**config.mk**
```make
export PLATFORM = sky130hd
export DESIGN_NAME = mem_arbiter
export DESIGN_NICKNAME = d
export VERILOG_FILES = /design/src/rtl/mem_pkg.sv /design/src/rtl/rr_arbiter2.sv /design/src/rtl/mem_arbiter.sv
export SDC_FILE = /design/constraint.sdc
export NUM_CORES = 1
export LEC_CHECK = 0
export CELL_PAD_IN_SITES_DETAIL_PLACEMENT = 0
export CELL_PAD_IN_SITES_GLOBAL_PLACEMENT = 1
export CORE_MARGIN = 4
export CORE_UTILIZATION = 31
export DETAILED_ROUTE_END_ITERATION = 8
export PLACE_DENSITY = 0.93
export SETUP_SLACK_MARGIN = 0.02
export SYNTH_ARGS = -nofsm -noshare
export SYNTH_HDL_FRONTEND = slang
export SYNTH_HIERARCHICAL = 1
export SYNTH_SLANG_ARGS = --single-unit
export TNS_END_PERCENT = 10
```
**constraint.sdc**
```tcl
create_clock -name clk -period 4.1 [get_ports clk]
set_clock_uncertainty 0.05 [all_clocks]
set_input_delay 1.23 -clock clk [delete_from_list [all_inputs] [get_ports clk]]
set_output_delay 1.23 -clock clk [all_outputs]
set_load 0.01 [all_outputs]
```
**src/rtl/mem_pkg.sv**
```systemverilog
// Shared types and constants for the IFU/LSU memory-port arbiter.
package mem_pkg;

    localparam int unsigned AW = 32;
    localparam int unsigned DW = 32;
    localparam int unsigned BW = 4;
    localparam int unsigned RW = 4;

    localparam logic [RW-1:0] DATA_REGION_DEF = 4'h1;

    typedef enum logic [1:0] {
        ST_IDLE = 2'd0,
        ST_REQ  = 2'd1,
        ST_RESP = 2'd2
    } state_e;

    typedef enum logic {
        REQ_IFU = 1'b0,
        REQ_LSU = 1'b1
    } req_id_e;

    // Request payload held toward the memory controller for one transaction.
    typedef struct packed {
        logic [AW-1:0] addr;
        logic [DW-1:0] wdata;
        logic [BW-1:0] be;
        logic          cs;
        logic          rd;
        logic          wr;
    } mc_req_t;

    function automatic logic in_region(input logic [AW-1:0] addr,
                                       input logic [RW-1:0] region);
        return addr[AW-1 -: RW] == region;
    endfunction

endpackage

```
**src/rtl/rr_arbiter2.sv**
```systemverilog
// Two-input round-robin pick (combinational) with registered last-grant history.
module rr_arbiter2
    import mem_pkg::*;
(
    input  logic    clk,
    input  logic    rst,
    input  logic    ifu_req,
    input  logic    lsu_req,
    input  logic    grant_en,
    output logic    gnt_valid_c,
    output req_id_e gnt_id_c
);

    req_id_e last_grant_q;
    req_id_e last_grant_d;

    // On a tie, the requester that did not win last time gets the port.
    always_comb begin
        gnt_valid_c = ifu_req | lsu_req;
        gnt_id_c    = REQ_IFU;
        if (ifu_req && lsu_req) begin
            gnt_id_c = (last_grant_q == REQ_IFU) ? REQ_LSU : REQ_IFU;
        end else if (lsu_req) begin
            gnt_id_c = REQ_LSU;
        end
    end

    always_comb begin
        last_grant_d = last_grant_q;
        if (grant_en && gnt_valid_c) begin
            last_grant_d = gnt_id_c;
        end
    end

    // Reset to LSU so IFU wins the first tie.
    always_ff @(posedge clk) begin
        if (!rst) begin
            last_grant_q <= REQ_LSU;
        end else begin
            last_grant_q <= last_grant_d;
        end
    end

endmodule

```
**src/rtl/mem_arbiter.sv**
```systemverilog
// Shares the memory-controller port between IFU and LSU: round-robin grant,
// one outstanding transaction, valid/ready/rdata_valid handshake and watchdog.
module mem_arbiter
    import mem_pkg::*;
#(
    parameter logic [3:0]  DATA_REGION = DATA_REGION_DEF,
    parameter int unsigned TIMEOUT     = 64,
    parameter int unsigned TW          = 7
) (
    input  logic          clk,
    input  logic          rst,

    input  logic          ifu_valid_in,
    input  logic [AW-1:0] ifu_addr_in,
    output logic          ifu_ready_out,
    output logic          ifu_rdata_valid_out,
    output logic          ifu_err_out,

    input  logic          lsu_valid_in,
    input  logic [AW-1:0] lsu_addr_in,
    input  logic          lsu_write_en_in,
    input  logic [DW-1:0] lsu_write_data_in,
    input  logic [BW-1:0] lsu_write_byte_en_in,
    output logic          lsu_ready_out,
    output logic          lsu_rdata_valid_out,
    output logic          lsu_err_out,

    output logic [DW-1:0] rdata_out,

    output logic [AW-1:0] mc_addr_out,
    output logic [DW-1:0] mc_write_data_out,
    output logic [BW-1:0] mc_write_byte_en_out,
    output logic          mc_cs_out,
    output logic          mc_read_en_out,
    output logic          mc_write_en_out,
    output logic          mc_valid_out,
    input  logic          mc_ready_in,
    input  logic          mc_rdata_valid_in,
    input  logic [DW-1:0] mc_read_data_in
);

    state_e        state_q,     state_d;
    req_id_e       owner_q,     owner_d;
    logic [TW-1:0] wd_q,        wd_d;
    mc_req_t       mc_req_q,    mc_req_d;
    logic          mc_valid_q,  mc_valid_d;
    logic [DW-1:0] rdata_q,     rdata_d;
    logic          ifu_rv_q,    ifu_rv_d;
    logic          lsu_rv_q,    lsu_rv_d;
    logic          ifu_err_q,   ifu_err_d;
    logic          lsu_err_q,   lsu_err_d;

    logic          pulse_busy_c;
    logic          grant_en_c;
    logic          wd_expired_c;
    logic          gnt_valid_c;
    req_id_e       gnt_id_c;

    // No new grant while a completion pulse is still visible.
    assign pulse_busy_c = ifu_rv_q | lsu_rv_q | ifu_err_q | lsu_err_q;
    assign grant_en_c   = (state_q == ST_IDLE) && !pulse_busy_c;
    assign wd_expired_c = (wd_q == TW'(TIMEOUT - 1));

    rr_arbiter2 u_rr (
        .clk         (clk),
        .rst         (rst),
        .ifu_req     (ifu_valid_in),
        .lsu_req     (lsu_valid_in),
        .grant_en    (grant_en_c),
        .gnt_valid_c (gnt_valid_c),
        .gnt_id_c    (gnt_id_c)
    );

    always_comb begin
        state_d    = state_q;
        owner_d    = owner_q;
        wd_d       = '0;
        mc_req_d   = mc_req_q;
        mc_valid_d = mc_valid_q;
        rdata_d    = rdata_q;
        ifu_rv_d   = 1'b0;
        lsu_rv_d   = 1'b0;
        ifu_err_d  = 1'b0;
        lsu_err_d  = 1'b0;

        case (state_q)
            ST_IDLE: begin
                if (grant_en_c && gnt_valid_c) begin
                    state_d    = ST_REQ;
                    owner_d    = gnt_id_c;
                    mc_valid_d = 1'b1;
                    mc_req_d   = '0;
                    if (gnt_id_c == REQ_IFU) begin
                        mc_req_d.addr = ifu_addr_in;
                        mc_req_d.rd   = 1'b1;
                    end else begin
                        mc_req_d.addr  = lsu_addr_in;
                        mc_req_d.wdata = lsu_write_data_in;
                        mc_req_d.be    = lsu_write_byte_en_in;
                        mc_req_d.cs    = in_region(lsu_addr_in, DATA_REGION);
                        mc_req_d.rd    = !lsu_write_en_in;
                        mc_req_d.wr    = lsu_write_en_in;
                    end
                end
            end

            ST_REQ: begin
                if (mc_ready_in) begin
                    mc_valid_d  = 1'b0;
                    mc_req_d.rd = 1'b0;
                    mc_req_d.wr = 1'b0;
                    if (mc_req_q.wr) begin
                        lsu_rv_d = 1'b1;
                        state_d  = ST_IDLE;
                    end else if (mc_rdata_valid_in) begin
                        // Same-cycle accept and data: complete without RESP.
                        rdata_d  = mc_read_data_in;
                        ifu_rv_d = (owner_q == REQ_IFU);
                        lsu_rv_d = (owner_q == REQ_LSU);
                        state_d  = ST_IDLE;
                    end else begin
                        state_d = ST_RESP;
                    end
                end else if (wd_expired_c) begin
                    mc_valid_d  = 1'b0;
                    mc_req_d.rd = 1'b0;
                    mc_req_d.wr = 1'b0;
                    ifu_err_d   = (owner_q == REQ_IFU);
                    lsu_err_d   = (owner_q == REQ_LSU);
                    state_d     = ST_IDLE;
                end else begin
                    wd_d = wd_q + TW'(1);
                end
            end

            ST_RESP: begin
                if (mc_rdata_valid_in) begin
                    rdata_d  = mc_read_data_in;
                    ifu_rv_d = (owner_q == REQ_IFU);
                    lsu_rv_d = (owner_q == REQ_LSU);
                    state_d  = ST_IDLE;
                end else if (wd_expired_c) begin
                    ifu_err_d = (owner_q == REQ_IFU);
                    lsu_err_d = (owner_q == REQ_LSU);
                    state_d   = ST_IDLE;
                end else begin
                    wd_d = wd_q + TW'(1);
                end
            end

            default: begin
                state_d    = ST_IDLE;
                mc_valid_d = 1'b0;
            end
        endcase
    end

    always_ff @(posedge clk) begin
        if (!rst) begin
            state_q    <= ST_IDLE;
            owner_q    <= REQ_IFU;
            wd_q       <= '0;
            mc_req_q   <= '0;
            mc_valid_q <= 1'b0;
            rdata_q    <= '0;
            ifu_rv_q   <= 1'b0;
            lsu_rv_q   <= 1'b0;
            ifu_err_q  <= 1'b0;
            lsu_err_q  <= 1'b0;
        end else begin
            state_q    <= state_d;
            owner_q    <= owner_d;
            wd_q       <= wd_d;
            mc_req_q   <= mc_req_d;
            mc_valid_q <= mc_valid_d;
            rdata_q    <= rdata_d;
            ifu_rv_q   <= ifu_rv_d;
            lsu_rv_q   <= lsu_rv_d;
            ifu_err_q  <= ifu_err_d;
            lsu_err_q  <= lsu_err_d;
        end
    end

    // Accept pulses follow the controller's ready directly.
    assign ifu_ready_out = (state_q == ST_REQ) && mc_ready_in && (owner_q == REQ_IFU);
    assign lsu_ready_out = (state_q == ST_REQ) && mc_ready_in && (owner_q == REQ_LSU);

    assign ifu_rdata_valid_out  = ifu_rv_q;
    assign lsu_rdata_valid_out  = lsu_rv_q;
    assign ifu_err_out          = ifu_err_q;
    assign lsu_err_out          = lsu_err_q;
    assign rdata_out            = rdata_q;
    assign mc_addr_out          = mc_req_q.addr;
    assign mc_write_data_out    = mc_req_q.wdata;
    assign mc_write_byte_en_out = mc_req_q.be;
    assign mc_cs_out            = mc_req_q.cs;
    assign mc_read_en_out       = mc_req_q.rd;
    assign mc_write_en_out      = mc_req_q.wr;
    assign mc_valid_out         = mc_valid_q;

endmodule

```
# == Word-level counts from Yosys, hierarchy flattened ==
# Cells that the tools add are included.
# op_classes
bitwise,6
add_sub_neg,1
n_eq_ne,8
reduce_logical,15
n_mux,46
# ops
cell,count
two-way mux 32 bit,4
case mux 32 bit (2 select lines),1
two-way mux 37 bit,1
two-way mux 7 bit,3
two-way mux 1 bit,20
two-way mux 2 bit,9
case mux 7 bit (2 select lines),1
AND reduction 3 bit,3
case mux 1 bit (2 select lines),4
adder 7 x 1 -> 7 bit (second input constant),1
== test 7 x 6 -> 1 bit (second input constant),1
logical AND 1 bit,6
case mux 2 bit (3 select lines),1
== test 4 x 1 -> 1 bit (second input constant),1
inequality test 2 bit (second input constant),2
bitwise OR 1 bit,4
case mux 2 bit (2 select lines),1
nonzero test 2 bit,2
inequality test 3 bit (second input constant),1
case mux 1 bit (3 select lines),1
== test 2 x 1 -> 1 bit (second input constant),1
== test 2 bit (second input constant),1
logical NOT 1 bit,2
logical NOT 2 bit,1
other kinds (3),4
# word_totals
ff_bits,119
out_inout_bits,110
word_cells,92

# == Depth between registers and ports, before layout ==
# Gate-level depths: netlist of run 1.
# logic_depth
word_depth,8
mapped_depth,9
mapped_depth_nobuf,6

# == Hierarchy ==
# Netlist of run 1, hierarchy kept.
# by_module_without_submodules
module,cells_each,area_each_um2,seq_area_each_um2,n_inst
mem_arbiter,503,4936.0,2362.3,1
rr_arbiter2,6,53.8,20.0,1

# == Worst setup path before layout of run 1 ==
# OpenSTA, ideal clock, no wires.
# synth_path
path_kind,input port to output port
startpoint,in mc_ready_in
endpoint,out ifu_ready_out
cell_stages,2
path_buffers,0
arrival_time_ns,1.459
path_slack_ns,1.361
required_time_ns,2.820
path_cell_list,nand2_1 > nor2_1
# synth_between
elab_chain_len,2
# synth_rtl
item,line,text
start: declaration,mem_arbiter.sv:37,"input logic mc_ready_in,"
logical AND 1 bit (2 in a row),mem_arbiter.sv:185,assign ifu_ready_out = (state_q == ST_REQ) && mc_ready_in && (owner_q == REQ_IFU);
end: declaration,mem_arbiter.sv:15,"output logic ifu_ready_out,"
# Every way passes these cells.

# == Final worst setup path of run 1 ==
# layout_path
startpoint,in mc_ready_in
endpoint,out lsu_ready_out
# layout_between
elab_chain_len,2
# layout_rtl
item,line,text
logical AND 1 bit (2 in a row),mem_arbiter.sv:186,assign lsu_ready_out = (state_q == ST_REQ) && mc_ready_in && (owner_q == REQ_LSU);
end: declaration,mem_arbiter.sv:24,"output logic lsu_ready_out,"
# Every way passes these cells.

==> results of run 1 <==
==> metrics by stage <==
step / setup WS, ns / instances / total power, mW
after CTS: 0.289 / 971 / 3.70
after detailed placement: 0.284 / 940 / 2.19
after global routing: 0.214 / 971 / 3.83
after floorplan: 1.36 / 509 / 1.77
final: 0.284 / 971 / 3.65
after global placement: 0.316 / 940 / 2.18
==> logic make-up (layout without fill, tap and decap cells) <==
logic type | after synthesis | after routing
DFF | 119 | 119
xor gates and xnor gates | 4 | 4
and+or+nand+nor | 185 | 185
muxes | 64 | 64
AOI/OAI and AO/OA | 88 | 88
adders and majority gates | 5 | 5
buffers and inverters | 44 | 290
==> cells in the mapped netlist, types with 2 or more instances <==
cell,instances,area share
nor3_1,5,0.0050
buf_2,8,0.0080
ha_1,5,0.013
nor2_1,10,0.0075
inv_1,4,0.0030
a32oi_1,2,0.0035
nor4b_1,2,0.0035
buf_4,7,0.011
a21boi_0,33,0.050
nand3_1,40,0.040
nor2b_1,33,0.041
and3_1,4,0.0050
buf_6,5,0.011
nand2b_1,3,0.0038
o211a_1,32,0.064
and2_1,3,0.0038
a21boi_1,6,0.0090
mux2i_1,64,0.13
o21ai_2,2,0.0035
xnor2_1,3,0.0053
nand2_1,79,0.059
o22ai_1,3,0.0038
a21oi_1,4,0.0040
clkbuf_1,20,0.015
dfxtp_1,119,0.48
==> metal layers <==
metal	wire length [um]	up-vias	GRT usage	part of all wire
met5	0	-	0	0
met4	404	0	0.0758	0.028
met3	1170	29	0.0585	0.081
met2	6760	155	0.251	0.47
met1	6050	2040	0.180	0.42
li1	-	2233	-	-
==> power by group through the flow <==
stage | combinational [mW] | clock, mW | sequential [mW]
6_report | 0.832 | 1.49 | 1.32
5_1_grt | 0.903 | 1.59 | 1.34
4_1_cts | 0.845 | 1.53 | 1.32
3_5_place_dp | 0.841 | 0 | 1.35
3_3_place_gp | 0.836 | 0 | 1.34
2_1_floorplan | 0.379 | 0 | 1.39
==> sequential cells by signal, summed over array words and instances, names as in the netlist <==
name / count
ifu_err_out: 1
ifu_rdata_valid_out: 1
lsu_err_out: 1
lsu_rdata_valid_out: 1
mc_addr_out: 32
mc_cs_out: 1
mc_read_en_out: 1
mc_valid_out: 1
mc_write_byte_en_out: 4
mc_write_data_out: 32
mc_write_en_out: 1
owner_q: 1
rdata_out: 32
state_q: 2
u_rr/last_grant_q: 1
wd_q: 7
==> cell type report <==
cell class                      count  area [um^2]  share of cell area
Clock buffer                       22          464              0.0565
Clock inverter                      9          125              0.0152
Inverter                            4         15.0             0.00183
Multi-Input combinational cell    346         2400               0.292
Sequential cell                   119         2380               0.290
Tap cell                          216          270              0.0329
Timing Repair Buffer              255         2570               0.312
==> path summary, 6_finish.rpt <==
path	from	to	slack, ns	cells past startpoint
worst max-delay path	mc_ready_in	lsu_ready_out	0.28	4
worst min-delay path	mc_write_data_out[30]	mc_write_data_out[30]	0.40	2
worst max register to register	state_q[1]	mc_addr_out[30]	1.89	6
worst min register to register	mc_write_data_out[30]	mc_write_data_out[30]	0.40	2
==> worst max-delay path: stages <==
cell and delay (ns):
clkdlybuf4s50_1 0.54, nand2_1 0.12, nor2_1 0.11, clkdlybuf4s50_1 0.54
==> layout by cell type (no fill, tap or decap), drive strengths merged, types with 2 or more instances in the layout <==
cell type,Yosys,routed
clkdlybuf4s50,0,247
dfxtp,119,119
nand2,79,79
mux2i,64,64
nand3,40,40
a21boi,39,39
nor2b,33,33
o211a,32,32
clkbuf,20,22
nor2,10,10
buf,20,8
nor3,5,5
ha,5,5
inv,4,4
a21oi,4,4
clkinv,0,4
and3,4,4
and2,3,3
nand2b,3,3
o22ai,3,3
xnor2,3,3
bufinv,0,3
a32oi,2,2
nor4b,2,2
clkinvlp,0,2
nor4,2,2
o21ai,2,2
==> reports/metrics.cfg, run 1 <==
[outcome]
status=finished clean

[drt]
drc=0
vias_per_cell=4.59
wl_per_cell_um=14.8
vias=4457
drt_wl_total_um=14400
route.antenna.remaining_nets=0
drt_iter0_markers=128
detail_route.first_pass.iterations=4

[sta]
rsz0062_at_grt=false
hold_violations=0
max_freq_ghz=0.262
holdWs_ns=0.403
fin_setup_tns_ns=0
setup_viol=0
slew_violations=0
fin_crit_sh=0.931
worstMarginPinSlew_ns=0.792
fin_crit_ns=3.82
relSlewSlack=0.472

[floorplan]
ios=249
die_w_um=135
die_h_um=135
core_mm2=0.0158
start_util=0.315
dieArea_mm2=0.0182
row_count=46

[logic_synthesis]
synth_compound_area_frac=0.147
synth_area_mm2=0.00499
yosysSeqAreaShare=0.477
synth_top_family_by_area=simple AND/OR/NAND/NOR gates
synth-simple-area-share=0.179
async_flop_share=0
muxShareOfSynthArea=0.128
synthAdderAreaFrac=0.0125
syn_area_per_cell_um2=9.80
syn-num-nets=653
synthCells=509
synth_ff_type=dfxtp_1
yosysWarnings=6
synth_xor_area_frac=0.00702
synth_enable_flop_cells=0
synth-seq-cells=119
ys_types=38

[worst_setup_path]
path_class=in2out
crit_required_ns=2.82
startpoint_type=input pin
critPathMaxFanout=5
endpoint_kind=output port
critPathArrivalTime_ns=2.54

[final_layout]
fin_area_mm2=0.00822
diodes=0
utilization=0.519
nets=887
area_growth_pct=64.8
drive_above_1_share=0.0570
fillers=1482

[power]
p_leak_nw=3.42
swShare=0.261
vdd_ir_drop_max_mv=0.293
pwr-share-clk=0.409
pwr-share-seq=0.363
intPower_mw=2.69
switchingPower_mw=0.951
p_comb_frac=0.228
powerDensity_mw_per_mm2=443

[clock_network]
cts_sinks=119
cts_tree=yes
cts_resized=0
path_clk_slew_ns=0.05
cts_hold_buf=0
clock_latency_ns=0.41
htreeDepth=4
postCtsSetupBuffers=0
clockBufferDepth=2
numCtsBuffers=17
cts-root-buf=clkbuf_16

[global_route]
grt_pass1_vias=4446
grt_max_degree=72
grt_pass1_wl_um=22400
grt_usage=0.155
antenna_found_initial=0
grt-ovfl-total=0

[placed_design]
finalWeightedCongestion=0.763
dp_hpwl_um=10300
portBuffers=248
dpl_cell_area_mm2=0.00763

[run]
cap_violations=0

[worst_hold_path]
hp-class=reg2reg

Power figures use the tool's default switching activity.
==> inputs of run 2 (changes only) <==
Settings changed: ABC_CLOCK_PERIOD_IN_PS set to 4100, CTS_CLUSTER_SIZE set to 12, SLEW_MARGIN set to 20.
==> results of run 2 <==
Same layout as run 1: the final DEF is identical, and so are final timing and power.
==> inputs of run 3 (changes only) <==
Settings changed: CORE_ASPECT_RATIO set to 0.6, REMOVE_ABC_BUFFERS set to 1.
==> reports/metrics.cfg, run 3 (synthesized netlist as in run 1, its figures left out) <==
[global_route]
grt_max_degree=54  ; was 72
grt_pass1_vias=4403  ; was 4446
antenna_found_initial=0  ; unchanged
grt_usage=0.158  ; was 0.155
grt-ovfl-total=0  ; unchanged
grt_pass1_wl_um=23200  ; was 22400 um

[power]
p_leak_nw=3.41  ; was 3.42 nW
p_total_mw=3.65  ; about the same
powerDensity_mw_per_mm2=445  ; was 443 mW/mm^2
vdd_ir_drop_max_mv=0.187  ; was 0.293 mV

[clock_network]
postCtsSetupBuffers=0  ; unchanged
cts-root-buf=clkbuf_16  ; unchanged
numCtsBuffers=17  ; unchanged
cts_hold_buf=0  ; unchanged
clockBufferDepth=2  ; unchanged
htreeDepth=4  ; unchanged
clock_latency_ns=0.40  ; was 0.41 ns
cts_sinks=119  ; unchanged
cts_resized=0  ; unchanged
cts_tree=yes  ; unchanged
path_clk_slew_ns=0.05  ; about the same

[worst_setup_path]
path_class=in2out  ; unchanged
critPathArrivalTime_ns=2.54  ; about the same
cp_slowest_cell=clkdlybuf4s50_1  ; unchanged
cpMostUsedCell=clkdlybuf4s50_1  ; unchanged
startpoint_type=input pin  ; unchanged
max_stage_delay_ns=0.54  ; about the same
path_cells=clkdlybuf4s50_1 > nand2_1 > nor2_1 > clkdlybuf4s50_1  ; unchanged
crit_required_ns=2.82  ; about the same
r2r_start=state_q[1]  ; unchanged
endpoint_kind=output port  ; unchanged
cp-startpoint=mc_ready_in  ; unchanged
critPathMaxFanout=5  ; unchanged

[floorplan]
die_h_um=106  ; was 135 um
ios=249  ; unchanged
start_util=0.321  ; was 0.315
core_mm2=0.0155  ; was 0.0158 mm^2
die_w_um=172  ; was 135 um
dieArea_mm2=0.0183  ; was 0.0182 mm^2
row_count=35  ; was 46

[placed_design]
dpl_cell_area_mm2=0.00760  ; was 0.00763 mm^2
portBuffers=248  ; unchanged
finalWeightedCongestion=0.773  ; was 0.763
dp_hpwl_um=10800  ; was 10300 um

[drt]
route.antenna.remaining_nets=0  ; unchanged
wl_per_cell_um=15.6  ; was 14.8 um
drt_wl_total_um=15000  ; was 14400 um
detail_route.first_pass.iterations=5  ; was 4
drc=0  ; unchanged
drt_iter0_markers=242  ; was 128
vias=4499  ; was 4457
vias_per_cell=4.69  ; was 4.59

[worst_hold_path]
hp-class=reg2reg  ; unchanged
worstHoldStart=wd_q[0]  ; was mc_write_data_out[30]

[run]
cap_violations=0  ; unchanged

[sta]
slew_violations=0  ; unchanged
fin_crit_sh=0.931  ; about the same
hold_violations=0  ; unchanged
setup_viol=0  ; unchanged
rsz0062_at_grt=false  ; unchanged
max_freq_ghz=0.262  ; about the same
worstMarginPinSlew_ns=0.572  ; was 0.792 ns
relSlewSlack=0.619  ; was 0.472
fin_crit_ns=3.82  ; about the same

[final_layout]
diodes=0  ; unchanged
nets=888  ; was 887
layout_common_cells=clkdlybuf4s50_1, dfxtp_1, nand2_1  ; unchanged
final_common_cell=clkdlybuf4s50_1  ; unchanged
fillers=1427  ; was 1482
area_growth_pct=64.3  ; was 64.8%
drive_above_1_share=0.0634  ; was 0.0570
fin_area_mm2=0.00820  ; was 0.00822 mm^2

[outcome]
status=finished clean  ; unchanged

-- run 3: changes by cell type in the layout (fill, tap and decap cells not counted) --
| cell | change |
|---|---|
| clkbuf_1 | -3 |
| clkinvlp_4 | +3 |
| buf_12 | -2 |
| clkinv_2 | -3 |
| buf_4 | +3 |
| bufinv_16 | -1 |
| inv_6 | +2 |
| clkinv_4 | +3 |
-- run 3: stage by stage --
stage / setup TNS [ns] / cells / hold WS [ns] / util / worst slack, ns
after floorplan: -230.73 / 469 / 0.363 / - / -3.39
after global placement: 0 / 928 / 0.379 / 0.489 / 0.327
after detailed placement: 0 / 928 / 0.387 / 0.489 / 0.301
after CTS: 0 / 960 / 0.395 / 0.527 / 0.294
after global routing: 0 / 960 / 0.419 / 0.527 / 0.248
final: 0 / 960 / 0.391 / 0.527 / 0.285
-- run 3: cell type report --
cell class | instances | area [um^2] | share of cell area
inverter | 4 | 15.0 | 0.00183
tap | 203 | 254 | 0.0310
clock buffer | 19 | 453 | 0.0553
multi-input combinational | 346 | 2400 | 0.292
clock inverter | 13 | 146 | 0.0179
timing repair buffer | 256 | 2550 | 0.311
sequential | 119 | 2380 | 0.291
-- run 3: metal layers --
| metal | vias to the layer above | track usage | part of all wire |
|---|---|---|---|
| met4 | 0 | 0.0432 | 0.013 |
| met5 | - | 0 | 0 |
| li1 | 2244 | - | - |
| met2 | 166 | 0.232 | 0.42 |
| met3 | 16 | 0.0762 | 0.10 |
| met1 | 2073 | 0.207 | 0.47 |
-- run 3: worst max-delay path, delay by kind of cell --
kind                   cells  cell delay [ns]
buffers and inverters      2             1.08
and+or+nand+nor            2             0.22
-- run 3: path summary, 6_finish.rpt --
check	slack, ns	cells past startpoint	endpoint
setup / recovery	0.28	4	lsu_ready_out
hold / removal	0.39	1	wd_q[0]
setup reg to reg	2.00	7	rdata_out[22]
hold reg to reg	0.39	1	wd_q[0]
-- run 3: where the power goes --
group | switching, mW | total (mW) | leakage, nW | internal (mW)
sequential | 0.0568 | 1.32 | 0.972 | 1.27
combinational | 0.386 | 0.834 | 2.16 | 0.448
clock | 0.559 | 1.49 | 0.278 | 0.932
total | 1.00 | 3.65 | 3.41 | 2.65
==> edit, RTL diff (settings of run 1) <==
Set the parameter `TW` to 6 (it was 7).
--- a/src/rtl/mem_arbiter.sv
+++ b/src/rtl/mem_arbiter.sv
@@ -5,7 +5,7 @@
 #(
     parameter logic [3:0]  DATA_REGION = DATA_REGION_DEF,
     parameter int unsigned TIMEOUT     = 64,
-    parameter int unsigned TW          = 7
+    parameter int unsigned TW          = 6
 ) (
     input  logic          clk,
     input  logic          rst,
Formal check against the unedited RTL: no difference found for any inputs over 4 cycles, from zero or initial values and one cycle with rst low; that may be too few to reach the edited logic, so the function may still have changed.
==> edit against run 1 <==
  * Utilization increased by 1.3 points
  * Cell area decreased by 0.43%
  * Synthesized area is 1.2% lower
  * Global-route usage up 0.84 points
  * Sequential cell count decreased by 1
  * Count of clock-buffer cells in the layout is 3 lower
  * First-iteration DRC count increased by 19%
  * Routed wire length increased by 1.9%
  * Total power is 15% higher
  * Setup slack better by 0.0018 ns
  * Critical path depth unchanged
  * Critical path type unchanged
  * Critical endpoint unchanged
  * Largest cell class unchanged
==> edit: results (changes against run 1) <==
========================================================================
FF+latch count ............................................          118   -0.84%
Number of buffers between clock root and the deepest sink .            2   unchanged
Main area contributors after synthesis .................... sky130_fd_sc_hd__dfxtp_1 (48%), sky130_fd_sc_hd__mux2i_1 (13%), sky130_fd_sc_hd__o211a_1 (6.5%), sky130_fd_sc_hd__nand2_1 (5.9%), sky130_fd_sc_hd__a21boi_0 (5.0%)
Drt pass-1 iters ..........................................            5   +1
Post-detail-place hpwl ....................................     10.79 mm   +4.5%
Worst supply voltage drop on vdd ..........................    0.2711 mV   -7.5%
Buffers added on ports ....................................          248   unchanged
Number of signal-net buffers in the layout ................          255   unchanged
CTS-repair resized insts ..................................            0   unchanged
Cell area reported after detailed placement ............... 0.007579 mm2   -0.70%
Number of levels the H-tree was split into ................            4   unchanged
Average detailed-routed wire length per instance ..........     15.25 um   +2.9%
Number of nets produced by synthesis ......................          646   -1.1%
Tightest slew margin relative to the limit ................       42.34%   -4.9 points
Largest net degree at the start of global routing .........           64   -11%
Worst-path fanout max .....................................            4   -1
Crit path DAT .............................................      2.53 ns   about the same
Total setup buffers inserted after CTS ....................            0   unchanged
Total Power Consumption ...................................   0.004178 W   +15%
Part of the Yosys area used for sequential elements .......       47.89%   +0.15 points
Die Width .................................................     134.1 um   -0.54%
NonClk Buf Share ..........................................       31.36%   +0.13 points
Overall global routing resource usage .....................       16.34%   +0.84 points
Starting DRC count in detailed routing ....................          152   +19%
Net count of the finished layout ..........................          881   -0.68%
Yosys cell types ..........................................           37   -2.6%
Multi-input gate area in the final layout ................. 0.002370 mm2   -1.1%
Nonclk inv count ..........................................            4   unchanged
Via count of the first global-routing pass ................         4686   +5.4%
Clk Tree Root Cell ........................................ sky130_fd_sc_hd__clkbuf_16
Wire length on met1 .......................................     5.939 mm   -1.9%
Highest metal used ........................................         met4
Clock network share of area ...............................       7.428%   +0.26 points
Sequential share of cell area .............................       28.86%   -0.12 points
Met2 routed WL ............................................     7.137 mm   +5.6%
DR vias ...................................................         4522   +1.5%
GP Congestion .............................................       0.7728   +1.3%
Met3 wirelength from detailed routing .....................     1.290 mm   +10%
Wire length of the first global-routing pass ..............     23.50 mm   +4.8%
Worst-case setup slack after placement ....................    0.2994 ns   +0.01568 ns
Lkg Pwr ...................................................     3.426 nW   about the same
Run status ................................................ finished, final reports clean
Detailed-route wire length ................................     14.66 mm   +1.9%
Clock buffer instance count of the final layout ...........           19   -14%
Comb pwr ..................................................    0.00126 W   +51%
Count of fill cells added during filler insertion .........         1367   -7.8%
Gate Count Post-Synth .....................................          502   -1.4%
Number of antenna cells inserted ..........................            0   unchanged
Cell-internal power .......................................   0.002948 W   +9.4%
Commonest cells post-synth ................................ sky130_fd_sc_hd__dfxtp_1 (118), sky130_fd_sc_hd__nand2_1 (78), sky130_fd_sc_hd__mux2i_1 (64)
Proportion of layout cells with a drive suffix above 1 ....       6.133%   +0.44 points
Multi-input combinational cell count ......................          341   -1.4%
Power per cell area ....................................... 510.3 mW/mm2   +15%
Post-placement cell count .................................          929   -1.2%
========================================================================
[edit: kinds of logic (layout without fill, tap and decap cells)]
logic type                 after synthesis  after routing  share of synthesized area (%)
DFF                                    118            118                          47.89
and+or+nand+nor                        181            181                          17.71
AOI/OAI and AO/OA                       87             87                          14.89
adders and majority gates                5              5                          1.268
buffers and inverters                   43            291                          4.541
muxes                                   64             64                          12.99
xor gates and xnor gates                 4              4                         0.7104
[edit: path summary, 6_finish.rpt]
| check | start | to | slack [ns] | cells after the start |
|---|---|---|---|---|
| min | mc_cs_out | mc_cs_out | 0.41 | 2 |
| min reg2reg | mc_cs_out | mc_cs_out | 0.41 | 2 |
| max | mc_ready_in | lsu_ready_out | 0.29 | 4 |
| max reg2reg | state_q[1] | rdata_out[4] | 1.94 | 7 |
[edit: layer usage]
| layer | vias up | global-route usage (%) |
|---|---|---|
| li1 | 2226 | - |
| met1 | 2113 | 18.06 |
| met2 | 165 | 28.05 |
| met3 | 18 | 6.527 |
| met4 | 0 | 6.674 |
| met5 | - | 0 |
